**src/rtl/rbcp_axil_pkg.sv**
```systemverilog
// Shared types and helpers for the RBCP to AXI4-Lite bridge.
//   state_t       : bridge FSM states
//   AXI_RESP_OKAY : the only response code treated as success
//   lane_select   : pick byte lane 'lane' out of a 32-bit word
//   lane_strb     : one-hot write strobe for byte lane 'lane'
package rbcp_axil_pkg;

  typedef enum logic [2:0] {
    ST_IDLE,
    ST_WR_REQ,
    ST_WR_RESP,
    ST_RD_REQ,
    ST_RD_RESP,
    ST_ACK
  } state_t;

  localparam logic [1:0] AXI_RESP_OKAY = 2'b00;

  function automatic logic [7:0] lane_select(input logic [31:0] data, input logic [1:0] lane);
    return data[8*lane +: 8];
  endfunction

  function automatic logic [3:0] lane_strb(input logic [1:0] lane);
    return 4'b0001 << lane;
  endfunction

endpackage

```
**src/rtl/rbcp_axil_bridge.sv**
```systemverilog
// Converts SiTCP RBCP single-byte accesses into one AXI4-Lite master
// transaction each, with at most one transaction outstanding.
//   clk, rst          : clock, asynchronous active-high reset
//   rbcp_*            : RBCP slave side (1-cycle we/re strobes, 1-cycle ack)
//   m_axi_*           : AXI4-Lite master, 32-bit address/data
//   err_clr           : clears the sticky error flags
//   err_drop          : strobe ignored because the bridge was busy (or we+re together)
//   err_timeout       : a response took TIMEOUT_CYCLES or more; its ack is suppressed
//   err_resp          : a non-OKAY bresp/rresp was seen
//   busy              : FSM is not idle
module rbcp_axil_bridge
  import rbcp_axil_pkg::*;
#(
  parameter int TIMEOUT_CYCLES = 1024
) (
  input  logic        clk,
  input  logic        rst,
  input  logic        rbcp_act,
  input  logic [31:0] rbcp_addr,
  input  logic        rbcp_we,
  input  logic [7:0]  rbcp_wd,
  input  logic        rbcp_re,
  output logic [7:0]  rbcp_rd,
  output logic        rbcp_ack,
  output logic [31:0] m_axi_awaddr,
  output logic [2:0]  m_axi_awprot,
  output logic        m_axi_awvalid,
  input  logic        m_axi_awready,
  output logic [31:0] m_axi_wdata,
  output logic [3:0]  m_axi_wstrb,
  output logic        m_axi_wvalid,
  input  logic        m_axi_wready,
  input  logic [1:0]  m_axi_bresp,
  input  logic        m_axi_bvalid,
  output logic        m_axi_bready,
  output logic [31:0] m_axi_araddr,
  output logic [2:0]  m_axi_arprot,
  output logic        m_axi_arvalid,
  input  logic        m_axi_arready,
  input  logic [31:0] m_axi_rdata,
  input  logic [1:0]  m_axi_rresp,
  input  logic        m_axi_rvalid,
  output logic        m_axi_rready,
  input  logic        err_clr,
  output logic        err_drop,
  output logic        err_timeout,
  output logic        err_resp,
  output logic        busy
);

  localparam int CW = $clog2(TIMEOUT_CYCLES + 1);
  localparam logic [CW-1:0] CNT_MAX = CW'(TIMEOUT_CYCLES);
  localparam logic [CW-1:0] CNT_PRE = CW'(TIMEOUT_CYCLES - 1);

  state_t         state, state_n;
  logic [31:0]    addr_q, wdata_q;
  logic [3:0]     strb_q;
  logic [7:0]     rd_q;
  logic           aw_done, w_done;
  logic [CW-1:0]  cnt;
  logic           in_resp, timed_out;
  logic           aw_hs, w_hs, b_hs, r_hs;
  logic           drop_evt, resp_evt, tmo_evt;

  // rbcp_act is informational only; strobes are honoured regardless.
  logic unused_act;
  assign unused_act = rbcp_act;

  assign aw_hs     = m_axi_awvalid & m_axi_awready;
  assign w_hs      = m_axi_wvalid & m_axi_wready;
  assign b_hs      = m_axi_bvalid & m_axi_bready;
  assign r_hs      = m_axi_rvalid & m_axi_rready;
  assign in_resp   = (state == ST_WR_RESP) || (state == ST_RD_RESP);
  assign timed_out = (cnt == CNT_MAX);

  assign m_axi_awaddr = {addr_q[31:2], 2'b00};
  assign m_axi_araddr = {addr_q[31:2], 2'b00};
  assign m_axi_awprot = 3'b000;
  assign m_axi_arprot = 3'b000;
  assign m_axi_wdata  = wdata_q;
  assign m_axi_wstrb  = strb_q;
  assign rbcp_rd      = rd_q;
  assign busy         = (state != ST_IDLE);

  // In IDLE only a simultaneous we+re is a drop (write wins); elsewhere any strobe is.
  assign drop_evt = (state == ST_IDLE) ? (rbcp_we & rbcp_re) : (rbcp_we | rbcp_re);
  assign resp_evt = (b_hs && (m_axi_bresp != AXI_RESP_OKAY)) ||
                    (r_hs && (m_axi_rresp != AXI_RESP_OKAY));
  // Fires on the cycle the counter steps onto its limit without a response.
  assign tmo_evt  = in_resp && (cnt == CNT_PRE) && (state_n == state);

  always_comb begin
    state_n       = state;
    m_axi_awvalid = 1'b0;
    m_axi_wvalid  = 1'b0;
    m_axi_bready  = 1'b0;
    m_axi_arvalid = 1'b0;
    m_axi_rready  = 1'b0;
    rbcp_ack      = 1'b0;
    case (state)
      ST_IDLE: begin
        if (rbcp_we)      state_n = ST_WR_REQ;
        else if (rbcp_re) state_n = ST_RD_REQ;
      end
      ST_WR_REQ: begin
        m_axi_awvalid = ~aw_done;
        m_axi_wvalid  = ~w_done;
        // Each channel is finished once done earlier or handshaking now.
        if ((aw_done || m_axi_awready) && (w_done || m_axi_wready)) state_n = ST_WR_RESP;
      end
      ST_WR_RESP: begin
        m_axi_bready = 1'b1;
        if (m_axi_bvalid) state_n = timed_out ? ST_IDLE : ST_ACK;
      end
      ST_RD_REQ: begin
        m_axi_arvalid = 1'b1;
        if (m_axi_arready) state_n = ST_RD_RESP;
      end
      ST_RD_RESP: begin
        m_axi_rready = 1'b1;
        if (m_axi_rvalid) state_n = timed_out ? ST_IDLE : ST_ACK;
      end
      ST_ACK: begin
        rbcp_ack = 1'b1;
        state_n  = ST_IDLE;
      end
      default: state_n = ST_IDLE;
    endcase
  end

  always_ff @(posedge clk or posedge rst) begin
    if (rst) begin
      state       <= ST_IDLE;
      addr_q      <= '0;
      wdata_q     <= '0;
      strb_q      <= '0;
      rd_q        <= '0;
      aw_done     <= 1'b0;
      w_done      <= 1'b0;
      cnt         <= '0;
      err_drop    <= 1'b0;
      err_timeout <= 1'b0;
      err_resp    <= 1'b0;
    end else begin
      state <= state_n;

      if (state == ST_IDLE && rbcp_we) begin
        addr_q  <= rbcp_addr;
        wdata_q <= {4{rbcp_wd}};
        strb_q  <= lane_strb(rbcp_addr[1:0]);
      end else if (state == ST_IDLE && rbcp_re) begin
        addr_q  <= rbcp_addr;
      end

      if (state == ST_WR_REQ) begin
        aw_done <= aw_done | aw_hs;
        w_done  <= w_done | w_hs;
      end else begin
        aw_done <= 1'b0;
        w_done  <= 1'b0;
      end

      if (r_hs) rd_q <= lane_select(m_axi_rdata, addr_q[1:0]);

      if (state_n != state)          cnt <= '0;
      else if (in_resp && !timed_out) cnt <= cnt + 1'b1;

      // Set events beat a same-cycle clear.
      err_drop    <= drop_evt | (err_drop    & ~err_clr);
      err_timeout <= tmo_evt  | (err_timeout & ~err_clr);
      err_resp    <= resp_evt | (err_resp    & ~err_clr);
    end
  end

endmodule

```
**config.mk**
```make
export PLATFORM = sky130hd
export DESIGN_NAME = rbcp_axil_bridge
export DESIGN_NICKNAME = d
export VERILOG_FILES = /design/src/rtl/rbcp_axil_pkg.sv /design/src/rtl/rbcp_axil_bridge.sv
export SDC_FILE = /design/constraint.sdc
export NUM_CORES = 1
export LEC_CHECK = 0
export BUFFER_PORTS_ARGS = -buffer_cell sky130_fd_sc_hd__buf_2
export CAP_MARGIN = 20
export CORE_UTILIZATION = 50
export DETAILED_ROUTE_END_ITERATION = 16
export PLACE_DENSITY_LB_ADDON = 0.1
export RECOVER_POWER = 100
export SYNTH_ARGS = -nofsm -noshare
export SYNTH_HDL_FRONTEND = slang
export SYNTH_SLANG_ARGS = --single-unit
```
**constraint.sdc**
```tcl
create_clock -name clk -period 3.64 [get_ports clk]
set_input_delay 0.364 -clock clk [delete_from_list [all_inputs] [get_ports clk]]
set_output_delay 0.364 -clock clk [all_outputs]
set_load 0.02 [all_outputs]
```
Word level (Yosys, flattened, before mapping):

Index checks and enable logic that the tools add are counted.

* add/sub/neg operators: 1
* equality and inequality tests: 9
* shifts and indexed selects: 2
* mux-type cells: 21
* bitwise logic cells: 17
* reductions and logical operators: 19

Operator list (count)
* 2-to-1 mux 32 bit: 2
* indexed part select 32 x 6 -> 8 bit: 1
* 2-to-1 mux 11 bit: 2
* 2-to-1 mux 3 bit: 7
* case mux 3 bit (5 select lines): 1
* adder 11 x 1 -> 11 bit, second input constant: 1
* equality test 11 x 10 -> 1 bit, second input constant: 1
* equality test 11 bit, second input constant: 1
* 2-to-1 mux 1 bit: 9
* bitwise AND 1 bit: 8
* logical AND 1 bit: 8
* nonzero test 2 bit: 4
* equality test 3 x 2 -> 1 bit, second input constant: 2
* equality test 3 bit, second input constant: 2
* OR 1 bit: 6
* logical OR 1 bit: 4
* left shift 1 x 2 -> 4 bit, first input constant: 1
* equality test 3 x 1 -> 1 bit, second input constant: 1
* equality test 3 bit: 1
* zero test 3 bit: 1
* != test 3 bit: 1
* inverter 1 bit: 3
* nonzero test 3 bit: 1
* zero test 1 bit: 1

* flip-flop bits (word level): 95
* input port bits: 87
* output and inout bits: 124

Logic depth before layout (Yosys ltp):

* depth after elaboration: 7
* depth in mapped cells: 7
* gate-level depth less buffers: 6

Worst setup path before layout:

No wires, ideal clock.

* path kind: register to register
* from: register cnt[0]
* to: register cnt[10]
* library setup time: 0.094 ns
* arrival time: 1.756 ns
* data required time: 3.546 ns
* path slack: 1.791 ns
* cell stages (with the launch flop): 8
* clock period less this slack: 1.849 ns
* path through: dfrtp_1 inv_1 ha_1 nor4b_2 and3_1 clkbuf_1 or4_1 a211oi_1

* longest elaborated chain between the ends: 6
* elaborated cells on any way between the ends: 12
* those cells by class: add/sub (1); eq/ne (2); mux (6); reduce/logical (3)

Ends and longest elaborated chain
* start: declaration: line rbcp_axil_bridge.sv:60 `logic [CW-1:0] cnt;`
* start signal: assignment: line rbcp_axil_bridge.sv:166 `else if (in_resp && !timed_out) cnt <= cnt + 1'b1;`
* equality test 11 bit: line rbcp_axil_bridge.sv:74 `assign timed_out = (cnt == CNT_MAX);`
* 2-to-1 mux 3 bit: line rbcp_axil_bridge.sv:113, rbcp_axil_bridge.sv:121
* 2-to-1 mux 3 bit, on equally long branches: line rbcp_axil_bridge.sv:121, rbcp_axil_bridge.sv:113
* case mux 3 bit (5 select lines): line rbcp_axil_bridge.sv:100 `case (state)`
* != test 3 bit: line rbcp_axil_bridge.sv:165 `if (state_n != state) cnt <= '0;`
* 2-to-1 mux 11 bit or nonzero test 2 bit (tied branches)

Parallel ways exist; a longest one is shown, timed or not. The select of a mux whose other input is x is not followed.
A chain may end at the register's enable or synchronous reset.

Worst setup path in the final report:

* from: register state[0]
* to: register err_timeout

* longest elaborated chain between the ends: 6
* elaborated cells on any way between the ends: 17
* those cells by class: eq/ne (5); mux (7); bitwise (1); reduce/logical (4)

Ends and longest elaborated chain
* start: declaration: line rbcp_axil_bridge.sv:55 `state_t state, state_n;`
* start signal: assignment: line rbcp_axil_bridge.sv:145 `state <= state_n;`
* 2-to-1 mux 3 bit: line rbcp_axil_bridge.sv:103 `else if (rbcp_re) state_n = ST_RD_REQ;`
* 2-to-1 mux 3 bit: line rbcp_axil_bridge.sv:102 `if (rbcp_we) state_n = ST_WR_REQ;`
* case mux 3 bit (5 select lines): line rbcp_axil_bridge.sv:100
* equality test 3 bit: line rbcp_axil_bridge.sv:90 `assign tmo_evt = in_resp && (cnt == CNT_PRE) && (state_n == state);`
* logical AND 1 bit (*): line rbcp_axil_bridge.sv:90
* OR 1 bit (*): line rbcp_axil_bridge.sv:170 `err_timeout <= tmo_evt | (err_timeout & ~err_clr);`
* end signal: assignment: line rbcp_axil_bridge.sv:170
* end: declaration: line rbcp_axil_bridge.sv:46 `output logic err_timeout,`

Mark *: on every way between the ends. The rest lies on a longest branch, timed or not.

==> impl_metrics.json <==
{
  "finalMaxSlewViolations": 43,
  "finalNonFillerCells": 574,
  "rsz0062_at_grt": "false",
  "netlist_top_cells_count": "buf_4 (95), dfrtp_1 (71), mux2_2 (49), nand2_1 (12), nor2_1 (12)",
  "syn_area_per_cell_um2": 11.6,
  "antenna_cells": 0,
  "chipWidth_um": 93.0,
  "gp_congestion": 0.795,
  "async_flop_share_pct": 100,
  "core-area_mm2": 0.00785,
  "setup_viol": 0,
  "worstPathArrival_ns": 2.78,
  "vias": 2902,
  "nNetsFinal": 557,
  "netlist_instances": 356,
  "firstDrtPassIters": 4,
  "syn_to_final_growth_pct": 9.50,
  "initial_core_util_pct": 52.7,
  "path_class": "flip-flop to flip-flop",
  "grt_usage_pct": 20.3,
  "cts-root-buf": "clkbuf_8",
  "detail_route.wl_per_cell_um": 15.0,
  "placed_cells": 559,
  "grt_pass1_wl_um": 13300,
  "die_h_um": 93.0,
  "worst_path_largest_cell_delay_ns": 0.85,
  "clkTransAtPathRegs_ns": 0.08,
  "synth_top_cell_by_area": "dfrtp_1",
  "leakage_uw": 0.00196,
  "cts_tree": "done",
  "num_rows": 32,
  "num_io_pins": 211,
  "drtIter0Drc": 90,
  "ctsHoldBuffers": 0,
  "critPathMaxFanout": 20,
  "violations": "capacitance limit, slew limit",
  "final.period_utilization_pct": 70.7,
  "p_per_area_mw_per_mm2": 985,
  "antenna_found_initial": 0,
  "wirelength_um": 8620,
  "postCtsSetupBuffers": 0,
  "synth-seq-area-share_pct": 43.0,
  "worst_ep_required_time_ns": 3.85,
  "status": "finished with violations",
  "startpoint_type": "flip-flop",
  "grt-ovfl-total": 0,
  "timing.fmax_ghz": 0.388,
  "vias_per_cell": 5.06,
  "synth_edf_count": 0,
  "synth.top_cell.area_share_pct": 43.0,
  "portBuffers": 199,
  "skew_ns": 0.00722,
  "nFillCells": 747,
  "drv_cap": 1,
  "ant_nets": 0,
  "drc": 0,
  "critPathCaptureType": "flip-flop",
  "layout-drive-gt1-share_pct": 36.2,
  "hold_path_class": "input pin to flip-flop",
  "netlist_area_mm2": 0.00414,
  "hpwl_um": 6610,
  "clockBufferDepth": 2,
  "fp.dieArea_mm2": 0.00864,
  "h-tree-depth": 3,
  "clk_latency_ns": 0.35,
  "synth_cell_type_count": 49,
  "synth.most_common_cell": "buf_4",
  "grt_pass1_vias": 2776,
  "crit_chain": "or4bb_1 > a32oi_1 > o31a_1 > o41ai_1",
  "synth_flop_cell": "dfrtp_1",
  "crit_slowest_cell": "or4bb_1",
  "hold_viol": 0,
  "relSlewSlack_pct": -5.67,
  "layout_min_cycle_time_ns": 2.57,
  "peakVddDrop_mv": 0.614,
  "yosys-top-cells-area": "dfrtp_1 (43%), buf_4 (17%), mux2_2 (13%)",
  "numCtsBuffers": 9,
  "synth_seq_cells": 71,
  "grt_max_degree": 43,
  "yosysWarnings": 0,
  "cts.sinks": 71,
  "cts_resized": 0,
  "setup_tns_ns": 0,
  "tightest_slew_ns": 1.58
}
[worst max-delay path: cells and delay by family (launching register included)]
| kind | cells | cell delay, ns |
|---|---|---|
| compound gates | 3 | 0.99 |
| simple gates | 1 | 0.85 |
| flops | 1 | 0.59 |
[power by group]
group | switching, µW | total, µW | internal (µW) | leakage [µW]
combinational | 1510 | 2330 | 819 | 0.000980
clock | 302 | 683 | 381 | 0.000105
sequential | 331 | 1450 | 1120 | 0.000875
[final timing paths]
kind / slack [ns] / startpoint / end / depth (start not counted)
min in group asynchronous: 0.48 / rst / addr_q[29]$_DFFE_PP0P_ / 2
hold / removal: 0.24 / rbcp_addr[4] / addr_q[4]$_DFFE_PP0P_ / 2
hold reg to reg: 0.48 / m_axi_wstrb[1]$_DFFE_PP0P_ / m_axi_wstrb[1]$_DFFE_PP0P_ / 2
setup reg to reg: 1.07 / state[0]$_DFF_PP0_ / err_timeout$_DFF_PP0_ / 4
setup / recovery: 1.07 / state[0]$_DFF_PP0_ / err_timeout$_DFF_PP0_ / 4
max in group asynchronous: 1.99 / rst / addr_q[8]$_DFFE_PP0P_ / 3
[cells in the final DEF (no fill, tap or decap), types with 6 or more instances in the layout]
| master | netlist | final |
|---|---|---|
| o21ai_0 | 9 | 9 |
| dfrtp_1 | 71 | 71 |
| clkbuf_1 | 5 | 114 |
| buf_2 | 6 | 85 |
| nor3_1 | 4 | 6 |
| nor2_1 | 12 | 12 |
| a211oi_1 | 1 | 6 |
| nand3_1 | 6 | 6 |
| nand2_1 | 12 | 12 |
| conb_1 | 1 | 10 |
| inv_1 | 9 | 9 |
| mux4_2 | 8 | 8 |
| clkbuf_8 | 0 | 9 |
| mux2_2 | 49 | 49 |
[sequential cells by signal, indices dropped and copies added, names as in the netlist]
name,flops
err_timeout,1
m_axi_wdata,8
m_axi_wstrb,4
state,3
aw_done,1
err_drop,1
w_done,1
rbcp_rd,8
addr_q,32
cnt,11
err_resp,1
[metal layers]
layer,wire length [µm],share of wire (%),global-route usage [%],vias to the layer above
met5,0,0,0,-
met4,176,2.0,9.74,0
met3,630,7.3,5.09,15
met2,4380,51,33.7,146
met1,3440,40,24.6,1378
li1,-,-,-,1363
[cells by family after synthesis]
| family | Yosys count | synth area share [%] |
|---|---|---|
| mux | 57 | 17.7 |
| xor+xnor | 5 | 1.51 |
| compound gates | 35 | 6.84 |
| other cells | 1 | 0.0907 |
| buf+inv | 119 | 20.3 |
| simple gates | 66 | 9.98 |
| fa+ha+maj | 2 | 0.605 |
| flops | 71 | 43.0 |
[per-stage QoR]
step	setup WS (ns)	utilization (%)	hold slack (ns)	power, µW	area (µm²)
2_1_floorplan	1.48	-	0.459	3900	4170
3_3_place_gp	1.28	57.5	0.459	3980	4510
3_5_place_dp	1.22	57.5	0.466	4020	4510
4_1_cts	1.23	60.2	0.223	4710	4720
5_1_grt	0.886	57.7	0.227	4760	4530
6_report	1.07	57.7	0.243	4460	4530
[layout make-up]
| cell class | count | area, µm² | area share [%] |
|---|---|---|---|
| tap | 102 | 128 | 2.82 |
| sequential | 71 | 1780 | 39.2 |
| clock inverter | 6 | 86.3 | 1.91 |
| multi-input combinational | 175 | 1510 | 33.2 |
| timing repair buffer | 202 | 876 | 19.3 |
| inverter | 9 | 33.8 | 0.746 |
| clock buffer | 9 | 124 | 2.73 |
(Power assumes the default switching activity.)
